**src/rtl/qpsk_rx_pkg.sv**
```systemverilog
// Shared types and constants for the QPSK receive frame controller.
// The CRC helper is only used when QPSK_RX_CRC_EN is defined.
package qpsk_rx_pkg;

  typedef enum logic [2:0] {
    IDLE,
    WAIT_LOCK,
    HUNT,
    LEN,
    PAYLOAD
  } rx_state_t;

  localparam logic [7:0]  CRC8_POLY         = 8'h07;
  localparam int          SYMS_PER_BYTE     = 4;
  localparam logic [15:0] DEFAULT_SYNC_WORD = 16'h1ACF;

  // One byte through a CRC-8 (MSB first, no reflection, no final xor)
  function automatic logic [7:0] crc8_update(input logic [7:0] crc, input logic [7:0] data);
    logic [7:0] c;
    c = crc ^ data;
    for (int i = 0; i < 8; i++) begin
      c = c[7] ? ({c[6:0], 1'b0} ^ CRC8_POLY) : {c[6:0], 1'b0};
    end
    return c;
  endfunction

endpackage

```
**src/rtl/qpsk_rx_frame_ctrl_if.sv**
```systemverilog
// Valid/ready byte port between the frame controller and the packet consumer.
interface qpsk_rx_frame_ctrl_if;

  logic [7:0] byte_data;
  logic       byte_valid;
  logic       byte_ready;

  modport master (
    output byte_data,
    output byte_valid,
    input  byte_ready
  );

  modport slave (
    input  byte_data,
    input  byte_valid,
    output byte_ready
  );

endinterface

```
**src/rtl/qpsk_sym_strobe.sv**
```systemverilog
// Decimator: counts valid demod samples and strobes the mid-symbol one.
// An sps of 0 behaves like 1, so every valid sample is taken.
module qpsk_sym_strobe #(
  parameter int SPS_W = 8
) (
  input  logic             clk,
  input  logic             reset_n,
  input  logic             clear,
  input  logic [SPS_W-1:0] sps,
  input  logic             symbol_valid,
  output logic             sym_stb
);

  logic [SPS_W-1:0] phase;
  logic [SPS_W-1:0] sps_eff;
  logic [SPS_W-1:0] half;

  assign sps_eff = (sps == '0) ? {{(SPS_W-1){1'b0}}, 1'b1} : sps;
  assign half    = sps_eff >> 1;

  // >= rather than == so a shrinking sps mid-run cannot strand the counter
  always_ff @(posedge clk or negedge reset_n) begin
    if (!reset_n) begin
      phase <= '0;
    end else if (clear) begin
      phase <= '0;
    end else if (symbol_valid) begin
      phase <= (phase >= sps_eff - 1'b1) ? '0 : phase + 1'b1;
    end
  end

  assign sym_stb = symbol_valid && (phase == half);

endmodule

```
**src/rtl/qpsk_rx_frame_ctrl.sv**
```systemverilog
// Receive sequencer: lock gating, sync-word hunt, length-prefixed payload to bytes.
// Define QPSK_RX_CRC_EN to check a trailing CRC-8 byte and add the crc_ok output.
module qpsk_rx_frame_ctrl
  import qpsk_rx_pkg::*;
#(
  parameter logic [15:0] SYNC_WORD = DEFAULT_SYNC_WORD,
  parameter int          SPS_W     = 8
) (
  input  logic                   clk,
  input  logic                   reset_n,
  input  logic                   enable,
  input  logic [SPS_W-1:0]       sps,
  input  logic [1:0]             symbol_in,
  input  logic                   symbol_valid,
  input  logic                   locked,
  qpsk_rx_frame_ctrl_if.master   byte_if,
  output logic [7:0]             frame_len,
  output logic                   frame_start,
  output logic                   frame_end,
  output logic                   frame_err,
  output logic                   overrun,
  output logic                   busy
`ifdef QPSK_RX_CRC_EN
  ,
  output logic                   crc_ok
`endif
);

  rx_state_t   state;
  rx_state_t   state_nxt;
  logic [15:0] sync_sr;
  logic [15:0] sync_shift;
  logic [5:0]  sym_sr;
  logic [1:0]  sym_cnt;
  logic [7:0]  byte_cnt;
  logic [7:0]  byte_asm;
  logic [7:0]  byte_data_q;
  logic        byte_valid_q;
  logic        sym_stb;
  logic        phase_clear;
  logic        byte_complete;
  logic        sync_clear;
  logic        sync_load;
  logic        sym_take;
  logic        sym_clear;
  logic        len_load;
  logic        pay_load;
  logic        start_set;
  logic        end_set;
  logic        err_set;

  assign phase_clear = (state == IDLE) || (state == WAIT_LOCK);

  qpsk_sym_strobe #(
    .SPS_W(SPS_W)
  ) u_sym_strobe (
    .clk          (clk),
    .reset_n      (reset_n),
    .clear        (phase_clear),
    .sps          (sps),
    .symbol_valid (symbol_valid),
    .sym_stb      (sym_stb)
  );

  // Both compares look at the symbol arriving this cycle, not just stored history
  assign sync_shift    = {sync_sr[13:0], symbol_in};
  assign byte_asm      = {sym_sr, symbol_in};
  assign byte_complete = sym_stb && (sym_cnt == 2'(SYMS_PER_BYTE - 1));

  assign busy               = (state == LEN) || (state == PAYLOAD);
  assign byte_if.byte_data  = byte_data_q;
  assign byte_if.byte_valid = byte_valid_q;

  always_ff @(posedge clk or negedge reset_n) begin
    if (!reset_n) begin
      state <= IDLE;
    end else begin
      state <= state_nxt;
    end
  end

  always_comb begin
    state_nxt  = state;
    sync_clear = 1'b0;
    sync_load  = 1'b0;
    sym_take   = 1'b0;
    sym_clear  = 1'b0;
    len_load   = 1'b0;
    pay_load   = 1'b0;
    start_set  = 1'b0;
    end_set    = 1'b0;
    err_set    = 1'b0;
    if (!enable) begin
      state_nxt = IDLE;
    end else begin
      case (state)
        IDLE: state_nxt = WAIT_LOCK;
        WAIT_LOCK: begin
          if (locked) begin
            state_nxt  = HUNT;
            sync_clear = 1'b1;
          end
        end
        HUNT: begin
          if (!locked) begin
            state_nxt = WAIT_LOCK;
          end else if (sym_stb) begin
            sync_load = 1'b1;
            if (sync_shift == SYNC_WORD) begin
              state_nxt = LEN;
              start_set = 1'b1;
              sym_clear = 1'b1;
            end
          end
        end
        LEN: begin
          if (!locked) begin
            state_nxt = WAIT_LOCK;
            err_set   = 1'b1;
          end else if (sym_stb) begin
            sym_take = 1'b1;
            if (byte_complete) begin
              len_load = 1'b1;
              if (byte_asm == 8'd0) begin
                state_nxt  = HUNT;
                end_set    = 1'b1;
                sync_clear = 1'b1;
              end else begin
                state_nxt = PAYLOAD;
              end
            end
          end
        end
        PAYLOAD: begin
          if (!locked) begin
            state_nxt = WAIT_LOCK;
            err_set   = 1'b1;
          end else if (sym_stb) begin
            sym_take = 1'b1;
            if (byte_complete) begin
              pay_load = 1'b1;
              if (byte_cnt == 8'd1) begin
                state_nxt  = HUNT;
                end_set    = 1'b1;
                sync_clear = 1'b1;
              end
            end
          end
        end
        default: state_nxt = IDLE;
      endcase
    end
  end

  always_ff @(posedge clk or negedge reset_n) begin
    if (!reset_n) begin
      sync_sr     <= '0;
      sym_sr      <= '0;
      sym_cnt     <= '0;
      byte_cnt    <= '0;
      frame_len   <= '0;
      frame_start <= 1'b0;
      frame_end   <= 1'b0;
      frame_err   <= 1'b0;
    end else begin
      frame_start <= start_set;
      frame_end   <= end_set;
      frame_err   <= err_set;
      if (sync_clear) begin
        sync_sr <= '0;
      end else if (sync_load) begin
        sync_sr <= sync_shift;
      end
      if (sym_clear) begin
        sym_cnt <= '0;
      end else if (sym_take) begin
        sym_cnt <= sym_cnt + 2'd1;
        sym_sr  <= byte_asm[5:0];
      end
      if (len_load) begin
        frame_len <= byte_asm;
        byte_cnt  <= byte_asm;
      end else if (pay_load) begin
        byte_cnt <= byte_cnt - 8'd1;
      end
    end
  end

  // A byte landing on an accepting handshake is not an overrun; only an unread one is
  always_ff @(posedge clk or negedge reset_n) begin
    if (!reset_n) begin
      byte_data_q  <= '0;
      byte_valid_q <= 1'b0;
      overrun      <= 1'b0;
    end else if (!enable) begin
      byte_valid_q <= 1'b0;
      overrun      <= 1'b0;
    end else if (pay_load) begin
      byte_data_q  <= byte_asm;
      byte_valid_q <= 1'b1;
      if (byte_valid_q && !byte_if.byte_ready) begin
        overrun <= 1'b1;
      end
    end else if (byte_valid_q && byte_if.byte_ready) begin
      byte_valid_q <= 1'b0;
    end
  end

`ifdef QPSK_RX_CRC_EN
  logic [7:0] crc_q;

  // The final payload byte is the received CRC, so it is compared, not accumulated
  always_ff @(posedge clk or negedge reset_n) begin
    if (!reset_n) begin
      crc_q  <= '0;
      crc_ok <= 1'b0;
    end else begin
      crc_ok <= end_set && (pay_load ? (crc_q == byte_asm) : 1'b1);
      if (len_load) begin
        crc_q <= '0;
      end else if (pay_load && (byte_cnt != 8'd1)) begin
        crc_q <= crc8_update(crc_q, byte_asm);
      end
    end
  end
`endif

endmodule
```
**src/flat_wrapper.sv**
```systemverilog
// flat-port wrapper written by rule: the top's interface ports become plain ports
module qpsk_rx_frame_ctrl_flat import qpsk_rx_pkg::*;
#(
  parameter logic [15:0] SYNC_WORD = DEFAULT_SYNC_WORD,
  parameter int          SPS_W     = 8
)
  (clk, reset_n, enable, sps, symbol_in, symbol_valid, locked, frame_len, frame_start, frame_end, frame_err, overrun, busy, byte_if_byte_data, byte_if_byte_valid, byte_if_byte_ready);
  qpsk_rx_frame_ctrl_if byte_if_i ();
  input  logic clk;
  input  logic reset_n;
  input  logic enable;
  input  logic [SPS_W-1:0] sps;
  input  logic [1:0] symbol_in;
  input  logic symbol_valid;
  input  logic locked;
  output logic [7:0] frame_len;
  output logic frame_start;
  output logic frame_end;
  output logic frame_err;
  output logic overrun;
  output logic busy;
  output wire logic [$bits(byte_if_i.byte_data)-1:0] byte_if_byte_data;
  output wire logic [$bits(byte_if_i.byte_valid)-1:0] byte_if_byte_valid;
  input wire logic [$bits(byte_if_i.byte_ready)-1:0] byte_if_byte_ready;
  assign byte_if_byte_data = byte_if_i.byte_data;
  assign byte_if_byte_valid = byte_if_i.byte_valid;
  assign byte_if_i.byte_ready = byte_if_byte_ready;
  qpsk_rx_frame_ctrl #(.SYNC_WORD(SYNC_WORD), .SPS_W(SPS_W)) u_core (.clk(clk), .reset_n(reset_n), .enable(enable), .sps(sps), .symbol_in(symbol_in), .symbol_valid(symbol_valid), .locked(locked), .byte_if(byte_if_i), .frame_len(frame_len), .frame_start(frame_start), .frame_end(frame_end), .frame_err(frame_err), .overrun(overrun), .busy(busy));
endmodule
```
**config.mk**
```make
export PLATFORM = sky130hd
export DESIGN_NAME = qpsk_rx_frame_ctrl_flat
export DESIGN_NICKNAME = d
export VERILOG_FILES = /design/src/rtl/qpsk_rx_pkg.sv /design/src/rtl/qpsk_rx_frame_ctrl_if.sv /design/src/rtl/qpsk_sym_strobe.sv /design/src/rtl/qpsk_rx_frame_ctrl.sv /design/src/flat_wrapper.sv
export SDC_FILE = /design/constraint.sdc
export NUM_CORES = 1
export LEC_CHECK = 0
export BUFFER_PORTS_ARGS = -buffer_cell sky130_fd_sc_hd__buf_2
export CELL_PAD_IN_SITES_DETAIL_PLACEMENT = 0
export CELL_PAD_IN_SITES_GLOBAL_PLACEMENT = 1
export CORE_MARGIN = 2
export CORE_UTILIZATION = 29
export CTS_CLUSTER_SIZE = 20
export DETAILED_ROUTE_END_ITERATION = 7
export GPL_TIMING_DRIVEN = 0
export PLACE_DENSITY_LB_ADDON = 0.25
export SLEW_MARGIN = 0
export SYNTH_ARGS = -nofsm -noshare
export SYNTH_HDL_FRONTEND = slang
export SYNTH_HIERARCHICAL = 1
export SYNTH_SLANG_ARGS = --single-unit
export TNS_END_PERCENT = 5
```
**constraint.sdc**
```tcl
create_clock -name clk -period 2.67 [get_ports clk]
set_clock_uncertainty 0.1 [all_clocks]
set_input_delay 0.267 -clock clk [delete_from_list [all_inputs] [get_ports clk]]
set_output_delay 0.267 -clock clk [all_outputs]
set_load 0.005 [all_outputs]
```
# After elaboration in Yosys (flattened, before gate mapping)
# Cells that the tools add are included.
totals:
  ff_bits: 62
  in_bits: 16
  out_inout_bits: 22
  word_cells: 121
op_classes:
  addsub: 4
  order_cmp: 1
  eq_ne: 19
  n_mux: 64
  n_bitwise: 1
  reduce_logical: 19
op_table:
  columns: ["op", "n"]
  rows:
  - ["8-bit 2-to-1 mux", 6]
  - ["3-bit 2-to-1 mux", 13]
  - ["1-bit 2-to-1 mux", 38]
  - ["14-bit 2-to-1 mux", 2]
  - ["4-bit by 3-bit inequality test with 1-bit output (second input constant)", 6]
  - ["16-bit by 13-bit equality test with 1-bit output (second input constant)", 1]
  - ["8-bit zero test", 2]
  - ["8-bit by 1-bit subtractor with 8-bit output (second input constant)", 2]
  - ["3-bit case mux with 5 select lines", 1]
  - ["8-bit by 1-bit adder with 8-bit output (second input constant)", 1]
  - ["8-bit by 1-bit equality test with 1-bit output (second input constant)", 1]
  - ["8-bit by 7-bit equality test with 1-bit output", 1]
  - ["8-bit greater-or-equal comparator", 1]
  - ["8-bit AND reduction", 1]
  - ["2-bit nonzero test", 4]
  - ["3-bit by 2-bit equality test with 1-bit output (second input constant)", 2]
  - ["2-bit AND reduction", 3]
  - ["1-bit logical AND", 4]
  - ["2-bit 2-to-1 mux", 2]
  - ["2-bit by 1-bit inequality test with 1-bit output (second input constant)", 2]
  - ["4-bit inequality test (second input constant)", 1]
  - ["3-bit by 1-bit equality test with 1-bit output (second input constant)", 1]
  - ["3-bit equality test (second input constant)", 1]
  - ["3-bit zero test", 1]
  - ["10 further kinds", 11]

# Logic depth before layout (Yosys ltp)
depth:
  word_depth: 12
  depth_mapped: 13
  mapped_depth_nobuf: 13

# Modules after synthesis
# Netlist, hierarchy kept.
by_module_without_submodules:
  columns: ["module", "instances", "cells_each", "area_each_um2"]
  rows:
  - ["qpsk_rx_frame_ctrl", 1, 262, 2539.9]
  - ["qpsk_sym_strobe", 1, 94, 848.3]

# Worst setup path before layout
# No wires, ideal clock.
synth_path:
  kind: "input to register"
  start: "in sps[2]"
  end: "reg u_core.u_sym_strobe.phase[2]"
  setup_ns: 0.118
  arrival_ns: 2.801
  path_slack_ns: -0.349
  cell_stages: 13
  path_cell_list: "or4_1 nor3_1 a21oi_1 ha_1 inv_1 nor2_1 xnor2_1 ha_1 and2_2 o2111ai_1 o311ai_4 o22ai_1 a21o_1"
synth_via:
  elab_chain_cells: 7
synth_rtl:
  columns: ["element", "line", "text"]
  rows:
  - ["from (decl)", "flat_wrapper.sv:12", "input logic [SPS_W-1:0] sps;"]
  - ["8-bit zero test", "qpsk_sym_strobe.sv:18", "assign sps_eff = (sps == '0) ? {{(SPS_W-1){1'b0}}, 1'b1} : sps;"]
  - ["8-bit 2-to-1 mux (*)", "qpsk_sym_strobe.sv:18", null]
  - ["8-bit by 1-bit subtractor with 8-bit output (*)", "qpsk_sym_strobe.sv:28", "phase <= (phase >= sps_eff - 1'b1) ? '0 : phase + 1'b1;"]
  - ["8-bit greater-or-equal comparator (*)", "qpsk_sym_strobe.sv:28", null]
  - ["8-bit 2-to-1 mux (*)", "qpsk_sym_strobe.sv:28", null]
  - ["8-bit 2-to-1 mux (*)", "qpsk_sym_strobe.sv:27", "end else if (symbol_valid) begin"]
  - ["8-bit 2-to-1 mux (*)", "qpsk_sym_strobe.sv:25", "end else if (clear) begin"]
  - ["to (signal assigned)", "qpsk_sym_strobe.sv:28", null]
  - ["to (decl)", "qpsk_sym_strobe.sv:14", "logic [SPS_W-1:0] phase;"]
# Every way passes the cells marked *; elsewhere a longest branch is shown, timed or not. The select of a mux whose other input is x is not followed.
# A chain may end at the register's enable or synchronous reset.

# Worst setup path in the final report
layout_path:
  start: "in sps[5]"
  end: "reg u_core.u_sym_strobe.phase[4]"
# The elaborated chain is that of the path after synthesis.

==> key figures <==
Synth
  – Post-synth ARST share: 1.00
  – Yosys reg bits: a little over 60
  – Syn_area_per_cell: around 9.5 sq um
  – Top cells by area, synth: dfrtp_1 (46%), nand2_1 (9.3%), ha_1 (4.8%), mux2i_1 (4.4%), nor2_1 (4.1%)
  – Cell area after synthesis: 3390 sq um
  – Post-synth EDFFs: 0
  – Warnings from Yosys: 6
  – Biggest area consumer among synthesized cells: dfrtp_1
  – Most used DFF post-synth: dfrtp_1
  – Register area share after synthesis: 0.458
  – Mapped Nets: 385
  – Post-synth top area share: 0.458
  – Cell count after synthesis: 356
  – Netlist cell types: just over 60

Drt
  – Routed WL per cell: between 10 and 15 um
  – Top routing layer in use: met4
  – Pre-antenna DRT Iters: 4
  – Metal-1 WL: around 3.7 mm
  – Iteration-0 DRC count of the detailed router: about 110
  – Vias after detailed routing: 2700
  – Wirelength, routed: around 8.1 mm
  – Detailed-route DRC error count: 0
  – Vias per Instance: just under 5
  – Final ANT Viol Nets: 0
  – Routed wl met3: roughly 340 um
  – Met2 Routed Length: ~3.9 mm

Finish
  – Area occupied by multi-input gates: about 1800 sq um
  – Ant diodes: 0
  – Design area: approximately 4300 sq um
  – Area grow syn2layout: 25.8%
  – Finished Core Util: 0.373
  – FF+latch area: ~1600 sq um
  – Most common cell after layout, fill and taps aside: nand2_1
  – Number of nets in the layout: between 400 and 500
  – Fillers: 1177
  – Most frequent cells in the layout: nand2_1 (84), dfrtp_1 (62), buf_2 (35), nor2_1 (35), mux2i_1 (15)
  – Fraction of layout cells with a size suffix above 1: 0.239

Floorplanning
  – Core Area: ~11000 sq um
  – IO Count: 38
  – Initial Util: 0.297
  – Die width: 112 um
  – Die area: around 13000 sq um
  – Site row count: 39
  – Die height: approximately 110 um

Critical path
  – Crit-path max FO: 4
  – Critical path arrival: about 2.9 ns
  – CP Class: input port to register
  – Startpoint Class: input port
  – Required @ worst endpoint: between 2 and 3 ns
  – CP endpoint kind: register

Placement
  – Placer Congestion: 0.795
  – Final HPWL DP: about 5.7 mm
  – Placed cell areas: 3770 sq um
  – # port buffers: 36
  – Pre-CTS setup slack: -0.677 ns

Global route
  – Vias in the first global route: 2704
  – First-pass GRT wire length: 13.8 mm
  – Initial antenna violation count: 0
  – Largest net degree at the start of global routing: 63
  – Total gr overflow: 0
  – Total GRT Usage: 0.138

STA
  – Setup violators final: 4
  – Slew margin rel.: 0.477
  – Final min period: 2.71 ns
  – Worst setup margin: -0.0434 ns
  – Final Cycle Share: 1.02
  – Final Hold Fails: 0
  – Worst Tran Pin Value: between 0.7 and 0.8 ns
  – Fin. max-slew vios: 0
  – Fmax: between 0.3 and 0.4 GHz
  – RSZ-0062 raised after global routing: true

CTS
  – CTS Sinks: 62
  – Inserted Clock Buffers: 9
  – Maximum clock path buffer count: 2
  – CTS tree: done
  – Clk_lat worst skew: around 0.34 ns
  – Root Driver: clkbuf_16
  – Reg clk slew, reported paths: 0.05 ns
  – H-tree lvl count: 3

Power
  – Power per cell area: roughly 600 nW/um^2
  – Leakage: roughly 2.0 nW
  – Maximum vdd drop: around 290 uV

Outcome
  – Outcome: finished, violations left
  – Failing checks: negative setup slack

Hold path
  – Hold crit path type: input port to register

Job
  – Max-cap violations: 0
==> worst max-delay path, stage by stage <==
cell and delay (ns):
buf_8 0.09, or4_4 0.55, nor3_4 0.15, a21oi_2 0.08
ha_2 0.21, inv_2 0.05, nor2_1 0.04, xnor2_1 0.13
ha_1 0.18, a211o_2 0.31, a21oi_4 0.15, o311ai_4 0.13
buf_6 0.15, or3_4 0.32, o21ai_2 0.06
==> area by class of cell <==
| type | count | area share |
|---|---|---|
| Inverter | 12 | 0.0106 |
| Clock buffer | 11 | 0.0570 |
| Sequential cell | 62 | 0.364 |
| Multi-Input combinational cell | 272 | 0.424 |
| Clock inverter | 5 | 0.0250 |
| Timing Repair Buffer | 43 | 0.0611 |
| Buffer | 10 | 0.0167 |
| Tap cell | 143 | 0.0420 |
==> through the flow <==
step           setup TNS [ns]  cells  hold WS [ns]  total power, mW
6_report               -0.158    558         0.106             2.54
3_5_place_dp           -17.52    535         0.317             1.17
3_3_place_gp           -17.76    535         0.356             1.17
5_1_grt                 -1.71    558         0.132             2.65
4_1_cts                -0.585    557        0.0956             2.58
2_1_floorplan          -0.858    356        -0.129             1.10
==> layer usage <==
metal,global-route usage,vias up
li1,-,1351
met1,0.176,1284
met2,0.220,47
met3,0.0459,18
met4,0.0480,0
met5,0,-
==> registers in the layout, summed over array words and instances, names as in the netlist, 2 cells and up <==
name / cells
u_core/sym_sr: 6
u_core/frame_len: 8
u_core/byte_cnt: 8
u_core/sym_cnt: 2
u_core/sync_sr: 14
u_core/byte_if.byte_data: 8
u_core/u_sym_strobe/phase: 8
u_core/state: 3
==> path summary, 6_finish.rpt <==
| kind | from | endpoint | slack [ns] | depth (start not counted) |
|---|---|---|---|---|
| max in group asynchronous | reset_n | u_core/sync_sr[7] | 1.49 | 2 |
| worst max-delay path | sps[5] | u_core/u_sym_strobe/phase[4] | -0.04 | 15 |
| worst min-delay path | byte_if_byte_ready | u_core/byte_if.byte_valid | 0.11 | 4 |
| min in group asynchronous | reset_n | u_core/byte_if.byte_data[6] | 0.46 | 2 |
| worst min register to register | u_core/frame_len[0] | u_core/frame_len[0] | 0.37 | 2 |
| worst max register to register | u_core/u_sym_strobe/phase[1] | u_core/byte_cnt[7] | 0.08 | 9 |
==> cell families (layout without fill, tap and decap cells) <==
group                      Yosys count  in the layout  synth area share
AOI/OAI and AO/OA                   52             52             0.123
xor gates and xnor gates            12             12            0.0310
adders and majority gates           13             13            0.0480
buffers and inverters               22             81            0.0343
DFF                                 62             62             0.458
muxes                               17             17            0.0510
and+or+nand+nor                    178            178             0.254
==> power breakdown <==
group | leakage [nW] | internal (mW) | switching [mW] | total (mW)
clock network | 0.166 | 0.938 | 0.426 | 1.36
registers | 0.864 | 0.947 | 0.00454 | 0.951
logic | 0.985 | 0.0889 | 0.133 | 0.222
total | 2.02 | 1.97 | 0.564 | 2.54
==> repair_timing <==
item                                    in CTS  in global routing
hold buffers                                 1                  0
resized for setup                           13                  6
hold endpoints to repair                    62                  0
pin swaps                                   14                  5
setup buffers                                5                  1
endpoints found under the setup margin      58                 26
==> synth_stat cells (all sizes together) (4+ instances only) <==
cell type  number
nand2          84
dfrtp          62
nor2           37
o21ai          16
mux2i          15
ha             13
inv            12
a21oi           9
nand3           9
xnor2           9
nor3            8
buf             7
a21o            5
nand2b          5
nor4            5
o211ai          5
or4             5
or3             4
(Power assumes the default switching activity.)
